**src/rtl/uart_to_between.sv**
```systemverilog
// UART 8N1 receiver -> 4-entry FIFO -> 4-phase parallel link, with a running CRC-8 per packet.
// Build option: define CRC_APPEND_EN to send the CRC byte after every PKT_LEN data bytes.
`timescale 1ns/1ps
module uart_to_between #(
  parameter int CLKS_PER_BIT = 16,
  parameter int PKT_LEN      = 4
) (
  input  logic       clk,
  input  logic       reset,
  input  logic       rx,
  input  logic       trecieve,
  output logic [7:0] tdata,
  output logic       tsent,
  output logic       frame_err,
  output logic       overflow,
  output logic [7:0] crc
);

  localparam int CNT_W = $clog2(CLKS_PER_BIT);
  localparam logic [CNT_W-1:0] BIT_LAST  = CNT_W'(CLKS_PER_BIT - 1);
  localparam logic [CNT_W-1:0] HALF_LAST = CNT_W'(CLKS_PER_BIT / 2 - 1);
  localparam logic [7:0]       PKT_LAST  = 8'(PKT_LEN);

  typedef enum logic [1:0] {R_IDLE, R_START, R_DATA, R_STOP} rx_state_t;
  typedef enum logic [1:0] {T_IDLE, T_SEND, T_RELEASE}       tx_state_t;

  // CRC-8, polynomial 0x07, MSB first, one byte per call.
  function automatic logic [7:0] crc8_byte(input logic [7:0] c, input logic [7:0] d);
    logic [7:0] r;
    r = c ^ d;
    for (int i = 0; i < 8; i++) begin
      r = r[7] ? ({r[6:0], 1'b0} ^ 8'h07) : {r[6:0], 1'b0};
    end
    return r;
  endfunction

  logic             rx_s1_q, rx_s2_q, rx_prev_q;
  rx_state_t        rx_state_q, rx_state_d;
  logic [CNT_W-1:0] bit_cnt_q, bit_cnt_d;
  logic [2:0]       bit_idx_q, bit_idx_d;
  logic [7:0]       shift_q, shift_d;
  logic             frame_err_q, frame_err_d;
  logic             push;

  logic [7:0]       buf_mem [4];
  logic [1:0]       wr_ptr_q, wr_ptr_d, rd_ptr_q, rd_ptr_d;
  logic [2:0]       count_q, count_d;
  logic             overflow_q, overflow_d;
  logic             full, empty, do_push, pop;

  tx_state_t        tx_state_q, tx_state_d;
  logic [7:0]       tdata_q, tdata_d;
  logic             tsent_q, tsent_d;
  logic             is_crc_q, is_crc_d;
  logic [7:0]       crc_q, crc_d;
  logic [7:0]       byte_cnt_q, byte_cnt_d;
  logic             crc_due;

  // Receiver: start-bit detect, mid-bit sampling, stop-bit validation.
  always_comb begin
    // NOTE: every always_comb output gets a default first so no path leaves it unassigned (no latch).
    rx_state_d  = rx_state_q;
    bit_cnt_d   = bit_cnt_q;
    bit_idx_d   = bit_idx_q;
    shift_d     = shift_q;
    frame_err_d = frame_err_q;
    push        = 1'b0;
    unique case (rx_state_q)
      R_IDLE: begin
        if (rx_prev_q && !rx_s2_q) begin
          rx_state_d = R_START;
          bit_cnt_d  = '0;
        end
      end
      R_START: begin
        if (bit_cnt_q == HALF_LAST) begin
          bit_cnt_d  = '0;
          bit_idx_d  = '0;
          rx_state_d = rx_s2_q ? R_IDLE : R_DATA;
        end else begin
          bit_cnt_d = bit_cnt_q + 1'b1;
        end
      end
      R_DATA: begin
        if (bit_cnt_q == BIT_LAST) begin
          bit_cnt_d = '0;
          shift_d   = {rx_s2_q, shift_q[7:1]};
          bit_idx_d = bit_idx_q + 1'b1;
          if (bit_idx_q == 3'd7) rx_state_d = R_STOP;
        end else begin
          bit_cnt_d = bit_cnt_q + 1'b1;
        end
      end
      R_STOP: begin
        if (bit_cnt_q == BIT_LAST) begin
          bit_cnt_d  = '0;
          rx_state_d = R_IDLE;
          if (rx_s2_q) push        = 1'b1;
          else         frame_err_d = 1'b1;
        end else begin
          bit_cnt_d = bit_cnt_q + 1'b1;
        end
      end
      default: rx_state_d = R_IDLE;
    endcase
  end

  // A push into a full FIFO survives only when the same cycle frees a slot.
  always_comb begin
    full       = (count_q == 3'd4);
    empty      = (count_q == 3'd0);
    do_push    = push && (!full || pop);
    overflow_d = overflow_q | (push && full && !pop);
    wr_ptr_d   = do_push ? wr_ptr_q + 2'd1 : wr_ptr_q;
    rd_ptr_d   = pop     ? rd_ptr_q + 2'd1 : rd_ptr_q;
    count_d    = count_q;
    if (do_push && !pop)      count_d = count_q + 3'd1;
    else if (!do_push && pop) count_d = count_q - 3'd1;
  end

  // Transmit side: 4-phase handshake, CRC folded in once the receiver acknowledges.
  always_comb begin
    tx_state_d = tx_state_q;
    tdata_d    = tdata_q;
    is_crc_d   = is_crc_q;
    crc_d      = crc_q;
    byte_cnt_d = byte_cnt_q;
    pop        = 1'b0;
`ifdef CRC_APPEND_EN
    crc_due    = (byte_cnt_q == PKT_LAST);
`else
    crc_due    = 1'b0;
`endif
    unique case (tx_state_q)
      T_IDLE: begin
        if (crc_due) begin
          tdata_d    = crc_q;
          is_crc_d   = 1'b1;
          tx_state_d = T_SEND;
        end else if (!empty) begin
          tdata_d    = buf_mem[rd_ptr_q];
          pop        = 1'b1;
          is_crc_d   = 1'b0;
          tx_state_d = T_SEND;
        end
      end
      T_SEND: begin
        if (trecieve) begin
          tx_state_d = T_RELEASE;
          if (!is_crc_q) begin
            crc_d      = crc8_byte(crc_q, tdata_q);
            byte_cnt_d = byte_cnt_q + 8'd1;
          end
        end
      end
      T_RELEASE: begin
        if (!trecieve) begin
          tx_state_d = T_IDLE;
`ifdef CRC_APPEND_EN
          if (is_crc_q) begin
`else
          if (byte_cnt_q == PKT_LAST) begin
`endif
            crc_d      = 8'h00;
            byte_cnt_d = 8'd0;
          end
        end
      end
      default: tx_state_d = T_IDLE;
    endcase
    tsent_d = (tx_state_d == T_SEND);
  end

  // NOTE: sequential state uses non-blocking assignments so every flop samples pre-edge values.
  always_ff @(posedge clk) begin
    if (reset) begin
      rx_s1_q     <= 1'b1;
      rx_s2_q     <= 1'b1;
      rx_prev_q   <= 1'b1;
      rx_state_q  <= R_IDLE;
      bit_cnt_q   <= '0;
      bit_idx_q   <= '0;
      shift_q     <= '0;
      frame_err_q <= 1'b0;
      wr_ptr_q    <= '0;
      rd_ptr_q    <= '0;
      count_q     <= '0;
      overflow_q  <= 1'b0;
      tx_state_q  <= T_IDLE;
      tdata_q     <= 8'h00;
      tsent_q     <= 1'b0;
      is_crc_q    <= 1'b0;
      crc_q       <= 8'h00;
      byte_cnt_q  <= 8'd0;
    end else begin
      rx_s1_q     <= rx;
      rx_s2_q     <= rx_s1_q;
      rx_prev_q   <= rx_s2_q;
      rx_state_q  <= rx_state_d;
      bit_cnt_q   <= bit_cnt_d;
      bit_idx_q   <= bit_idx_d;
      shift_q     <= shift_d;
      frame_err_q <= frame_err_d;
      wr_ptr_q    <= wr_ptr_d;
      rd_ptr_q    <= rd_ptr_d;
      count_q     <= count_d;
      overflow_q  <= overflow_d;
      tx_state_q  <= tx_state_d;
      tdata_q     <= tdata_d;
      tsent_q     <= tsent_d;
      is_crc_q    <= is_crc_d;
      crc_q       <= crc_d;
      byte_cnt_q  <= byte_cnt_d;
    end
  end

  // NOTE: FIFO storage is not reset; the pointers and count alone define which entries are valid.
  always_ff @(posedge clk) begin
    if (do_push) buf_mem[wr_ptr_q] <= shift_q;
  end

  assign tdata     = tdata_q;
  assign tsent     = tsent_q;
  assign frame_err = frame_err_q;
  assign overflow  = overflow_q;
  assign crc       = crc_q;

endmodule

```
**config.mk**
```make
export PLATFORM = sky130hd
export DESIGN_NAME = uart_to_between
export DESIGN_NICKNAME = d
export VERILOG_FILES = /design/src/rtl/uart_to_between.sv
export SDC_FILE = /design/constraint.sdc
export NUM_CORES = 1
export LEC_CHECK = 0
export ABC_CLOCK_PERIOD_IN_PS = 2550
export CAP_MARGIN = 30
export CELL_PAD_IN_SITES_DETAIL_PLACEMENT = 1
export CELL_PAD_IN_SITES_GLOBAL_PLACEMENT = 2
export CORE_MARGIN = 2
export CORE_UTILIZATION = 36
export CTS_CLUSTER_DIAMETER = 30
export CTS_CLUSTER_SIZE = 10
export DETAILED_ROUTE_END_ITERATION = 10
export HOLD_SLACK_MARGIN = 0.03
export PLACE_DENSITY_LB_ADDON = 0.3
export SYNTH_ARGS = -nofsm -noshare
export SYNTH_HDL_FRONTEND = slang
export SYNTH_SLANG_ARGS = --single-unit
```
**constraint.sdc**
```tcl
create_clock -name clk -period 2.55 [get_ports clk]
set_input_delay 0.51 -clock clk [delete_from_list [all_inputs] [get_ports clk]]
set_output_delay 0.51 -clock clk [all_outputs]
set_load 0.03 [all_outputs]
```
# == After elaboration in Yosys (flattened, before gate mapping) ==
# Memories as Yosys holds them, arrays and structs flattened. A register that Yosys moved wholly into a read port is not among the register bits.
# Index checks and enable logic that the tools add are counted.
# classes
addsub,7
n_eq_ne,19
n_mux,41
n_bitwise,12
reduce_logical,24
# op_table
cell,count
2-to-1 mux 3 bit,12
2-to-1 mux 8 bit,4
case mux 8 bit (2 select lines),2
NOT 3 bit,8
2-to-1 mux 2 bit,9
"inequality test 2 bit, second input constant",8
2-to-1 mux 4 bit,3
case mux 4 bit (3 select lines),1
"adder 8 x 1 -> 8 bit, second input constant",1
"== test 8 x 3 -> 1 bit, second input constant",1
case mux 2 bit (4 select lines),1
bitwise XOR 8 bit,1
2-to-1 mux 1 bit,7
"adder 3 x 1 -> 3 bit, second input constant",2
"== test 2 x 1 -> 1 bit, second input constant",3
"== test 2 bit, second input constant",3
"== test 3 bit, second input constant",2
logical AND 1 bit,6
case mux 2 bit (3 select lines),1
case mux 3 bit (2 select lines),1
AND reduction 3 bit,2
nonzero test 2 bit,3
AND reduction 5 bit,1
"adder 2 x 1 -> 2 bit, second input constant",2
13 further kinds,19
# word_totals
regBits,48
ramBits,32
input_bits,4
output_inout_bits,19
word_cells,120
n_memories,1
# mem_list
memory,depth,word_bits,read_ports,rd_clocked_by_memory_dff,wr,line,rtl
buf_mem,4,8,1,1,1,45,logic [7:0] buf_mem [4];

# == Longest topological paths before layout ==
# depth
ltp_word,19
ltp_mapped,10
ltp_nobuf,9

# == Worst setup path before layout ==
# No wires, ideal clock.
# synth_path
path_kind,reg2reg
from,register bit_cnt_q[0]
to,register count_q[2]
setup_ns,0.071
arrival_ns,2.376
required_time_ns,2.479
setup_slack_ns,0.103
path_stages_with_launch,10
path_buffers,0
synth_period_minus_slack_ns,2.447
cell_sequence,dfxtp_1 ha_1 nand4_1 a311oi_2 ha_1 inv_1 fa_1 xor2_1 or3_1 a21oi_1
# synth_via
elab_chain_len,7
word_cells_on_any_way,9
cone_classes,eq/ne (1); mux (3); reduce/logical (5)
# synth_lines
element,line,rtl
"start, declared",39,"logic [CNT_W-1:0] bit_cnt_q, bit_cnt_d;"
"start signal, assigned",200,bit_cnt_q <= bit_cnt_d;
== test 4 bit (*),95,if (bit_cnt_q == BIT_LAST) begin
2-to-1 mux 1 bit (*),95,
2-to-1 mux 1 bit (*),68,unique case (rx_state_q)
logical AND 1 bit (*),112,do_push = push && (!full || pop);
via do_push,49,"logic full, empty, do_push, pop;"
logical NOT 1 bit,118,else if (!do_push && pop) count_d = count_q - 3'd1;
logical AND 1 bit,118,
nonzero test 2 bit (no source line),n/a,
"end signal, assigned",206,count_q <= count_d;
"end, declared",47,"logic [2:0] count_q, count_d;"
# Mark *: on every way through the listed nets, which the timed path passes. The rest lies on a longest branch.
# A chain may end at the register's enable or synchronous reset.

# == Worst setup path in the final report ==
# Same ends and word-level chain as after synthesis.

==> impl_metrics.csv <==
group,metric,value,unit
hold_path,hold_class,"reg2reg",
cts,clk_path_buf_depth,2,
synthesis,yosys.cell_types.count,47,
timing,fmaxAchievable,0.422,GHz
cts,cts_inserted_buffers,9,
run_status,result_of_the_run,"complete, no violations",
timing,finalSetupViolations,0,
routing,wire_per_inst,15.3,um
placed_design,io_buffers,22,
run,timing.max_cap.violations,0,
power_and_ir_drop,power.net_switching,1.60,mW
cells_and_area,layout.cell_area.non_filler,4390,um2
placed_design,gp_congestion,0.734,
cells_and_area,final_cell_count_no_fill,498,
synthesis,synth_edf_count,32,
timing,timing.final.crit_period,2.37,ns
global_route,grt_first_pass_wirelength,12.9,mm
power_and_ir_drop,ir_drop,410,uV
cts,cts_sinks,88,
placed_design,post-dp-hpwl,5.31,mm
routing,route.antenna.remaining_nets,0,
synthesis,post_synth_inst_count,330,
cts,cts.root.buffer_cell,"clkbuf_8",
critical_path,critical_path.endpoint_type,"flip-flop",
timing,final.setup_skew,0.00539,ns
synthesis,synth_fp_nets,345,
cts,postCtsSetupBuffers,0,
global_route,groute.usage.overall,0.147,
timing,unrepaired_setup_endpoints_after_global_routing,"no",
cts,tritoncts,"built",
routing,detail_route.vias_per_cell,4.89,
critical_path,worstPathMaxFanout,4,
placed_design,place_area,4190,um2
placed_design,post_place_setup_slack,0.192,ns
critical_path,critical_path_class,"reg2reg",
cells_and_area,drive_above_1_share,0.133,
floorplanning,placement_rows,37,
power_and_ir_drop,power_after_layout,4.50,mW
critical_path,setup_crit_start_kind,"flip-flop",
global_route,antenna_found_initial,0,
placed_design,place.detailed.instances,482,
timing,timing_hold_violations_final,0,
synthesis,synth.yosys.warnings,0,
power_and_ir_drop,clock_share_of_power,0.222,
cts,clock_insertion_delay_worst_skew,0.36,ns
floorplanning,die_width,107,um
global_route,grt_pass1_vias,2535,
timing,slew_viol_final,0,
floorplanning,design.core.area,10300,um2
routing,remaining_drc_errors,0,
power_and_ir_drop,proportion_of_power_drawn_by_flip_flops_and_latches,0.402,
synthesis,synth-seq-cells,88,
cells_and_area,design.final.nets,372,
cells_and_area,final_core_util,0.427,
routing,vias,2437,
critical_path,cp_data_required_time,2.84,ns
cells_and_area,syn2layout_area_growth,15.5,%
cells_and_area,antenna_cells,0,
cells_and_area,most_common_cell_after_layout_fill_and_taps_aside,"dfxtp_1",
power_and_ir_drop,cellLeakagePower,1.55,nW
global_route,pin_count_of_the_biggest_net_entering_global_routing,28,
synthesis,synth_sequential_area_ratio,0.548,
timing,minimum_hold_slack,0.430,ns
floorplanning,die-area,11400,um2
power_and_ir_drop,switching_share,0.357,
synthesis,ys.flop_type,"dfxtp_1",
timing,slew_hr,0.561,
synthesis,post_synth_instance_area,3800,um2
power_and_ir_drop,internal_dissipation,2.89,mW
timing,worst_pin_slew,0.657,ns
power_and_ir_drop,pwr_density_cell,1020,nW/um2
routing,drt-total-wl,7.60,mm
synthesis,synth.avg_cell_area,11.5,um2
timing,crit_path_setup_slack_layout,0.181,ns
floorplanning,io_pins,23,
cts,cts-htree-levels,3,
synthesis,ys_async_sr_fraction,0,
critical_path,r2r_setup_slack,0.18,ns
timing,setup_tns,0,ns
power_and_ir_drop,pwr-share-comb,0.376,
routing,drt_pass1_iterations,4,
routing,dr.first_iter.drc_count,104,
cells_and_area,layout_common_cells,"dfxtp_1, nor2_1, edfxtp_1",
timing,min_period_over_period,0.929,
critical_path,timing.critical_path.arrival,2.66,ns
floorplanning,die-height,107,um
global_route,grt-ovfl-total,0,
cts,hold_buffers,0,
cts,cts_resized,0,
cts,clk_pin_slew_worst_paths,0.09,ns
floorplanning,floorplan.initialDensity,0.370,
## registers in the layout, indices dropped and copies added (netlist names), 2 cells and up, named ones only
| name | flops |
|---|---|
| byte_cnt_q | 8 |
| rd_ptr_q | 2 |
| crc | 8 |
| bit_idx_q | 3 |
| buf_mem | 32 |
| bit_cnt_q | 4 |
| tx_state_q | 2 |
| count_q | 3 |
| wr_ptr_q | 2 |
| shift_q | 8 |
| tdata | 8 |
## critical path: stages, from the launching register on
cell and delay, ns:
dfxtp_1 0.38, ha_1 0.23, nand4_1 0.17, a311oi_2 0.26, ha_1 0.22, inv_1 0.06
fa_1 0.37, xor2_1 0.16, or3_1 0.30, a21oi_1 0.14
## layout make-up
| type | instances | area [um2] |
|---|---|---|
| clock buffers | 9 | 124 |
| clock inverters | 7 | 77.6 |
| fillers | 1134 | 5890 |
| inverters | 8 | 30.0 |
| multi-input cells | 219 | 1620 |
| flip-flops and latches | 88 | 2080 |
| well taps | 136 | 170 |
| repair buffers | 31 | 283 |
## cells in the mapped netlist (all sizes together) (4+ instances only)
master  number  area [um2]
dfxtp       56        1120
nor2        39         149
edfxtp      32         961
nand2       25        93.8
a21oi       23         115
xnor2       16         148
mux2i       12         120
xor2        11        96.3
ha          10         125
buf          8        38.8
inv          8        30.0
mux4         8         180
clkbuf       7        26.3
o21ai        7        35.0
or2          6        37.5
or3          6        38.8
a22oi        5        37.5
nand3b       5        37.5
and2         4        25.0
nand2b       4        25.0
nand4        4        25.0
nor3         4        25.0
## cells by family (layout without fill, tap and decap cells)
logic type | after synthesis | count (layout) | synth area share
buf+inv | 23 | 55 | 0.0250
simple gates | 115 | 115 | 0.156
fa+ha+maj | 11 | 11 | 0.0382
xor+xnor | 31 | 31 | 0.0885
flops | 88 | 88 | 0.548
compound gates | 42 | 42 | 0.0655
mux | 20 | 20 | 0.0790
## per-layer routing
| layer | vias to the layer above | GRT usage | part of all wire |
|---|---|---|---|
| met5 | - | 0 | 0 |
| met2 | 23 | 0.247 | 0.50 |
| li1 | 1213 | - | - |
| met4 | 0 | 0.0557 | 0.017 |
| met1 | 1191 | 0.183 | 0.46 |
| met3 | 10 | 0.0365 | 0.027 |
## power by group through the flow
stage | logic, mW | registers [mW] | clock network (mW)
after detailed placement | 1.71 | 1.85 | 0
after global routing | 1.87 | 1.85 | 1.07
after global placement | 1.68 | 1.84 | 0
final | 1.69 | 1.81 | 0.998
after floorplan | 1.14 | 1.94 | 0
after CTS | 1.72 | 1.82 | 1.04
## worst paths after layout
check | start | to | cells past startpoint
max | bit_cnt_q[0] | count_q[2] | 9
max reg2reg | bit_cnt_q[0] | count_q[2] | 9
min | rx_s1_q | rx_s2_q | 1
min reg2reg | rx_s1_q | rx_s2_q | 1
Power figures use the tool's default switching activity.
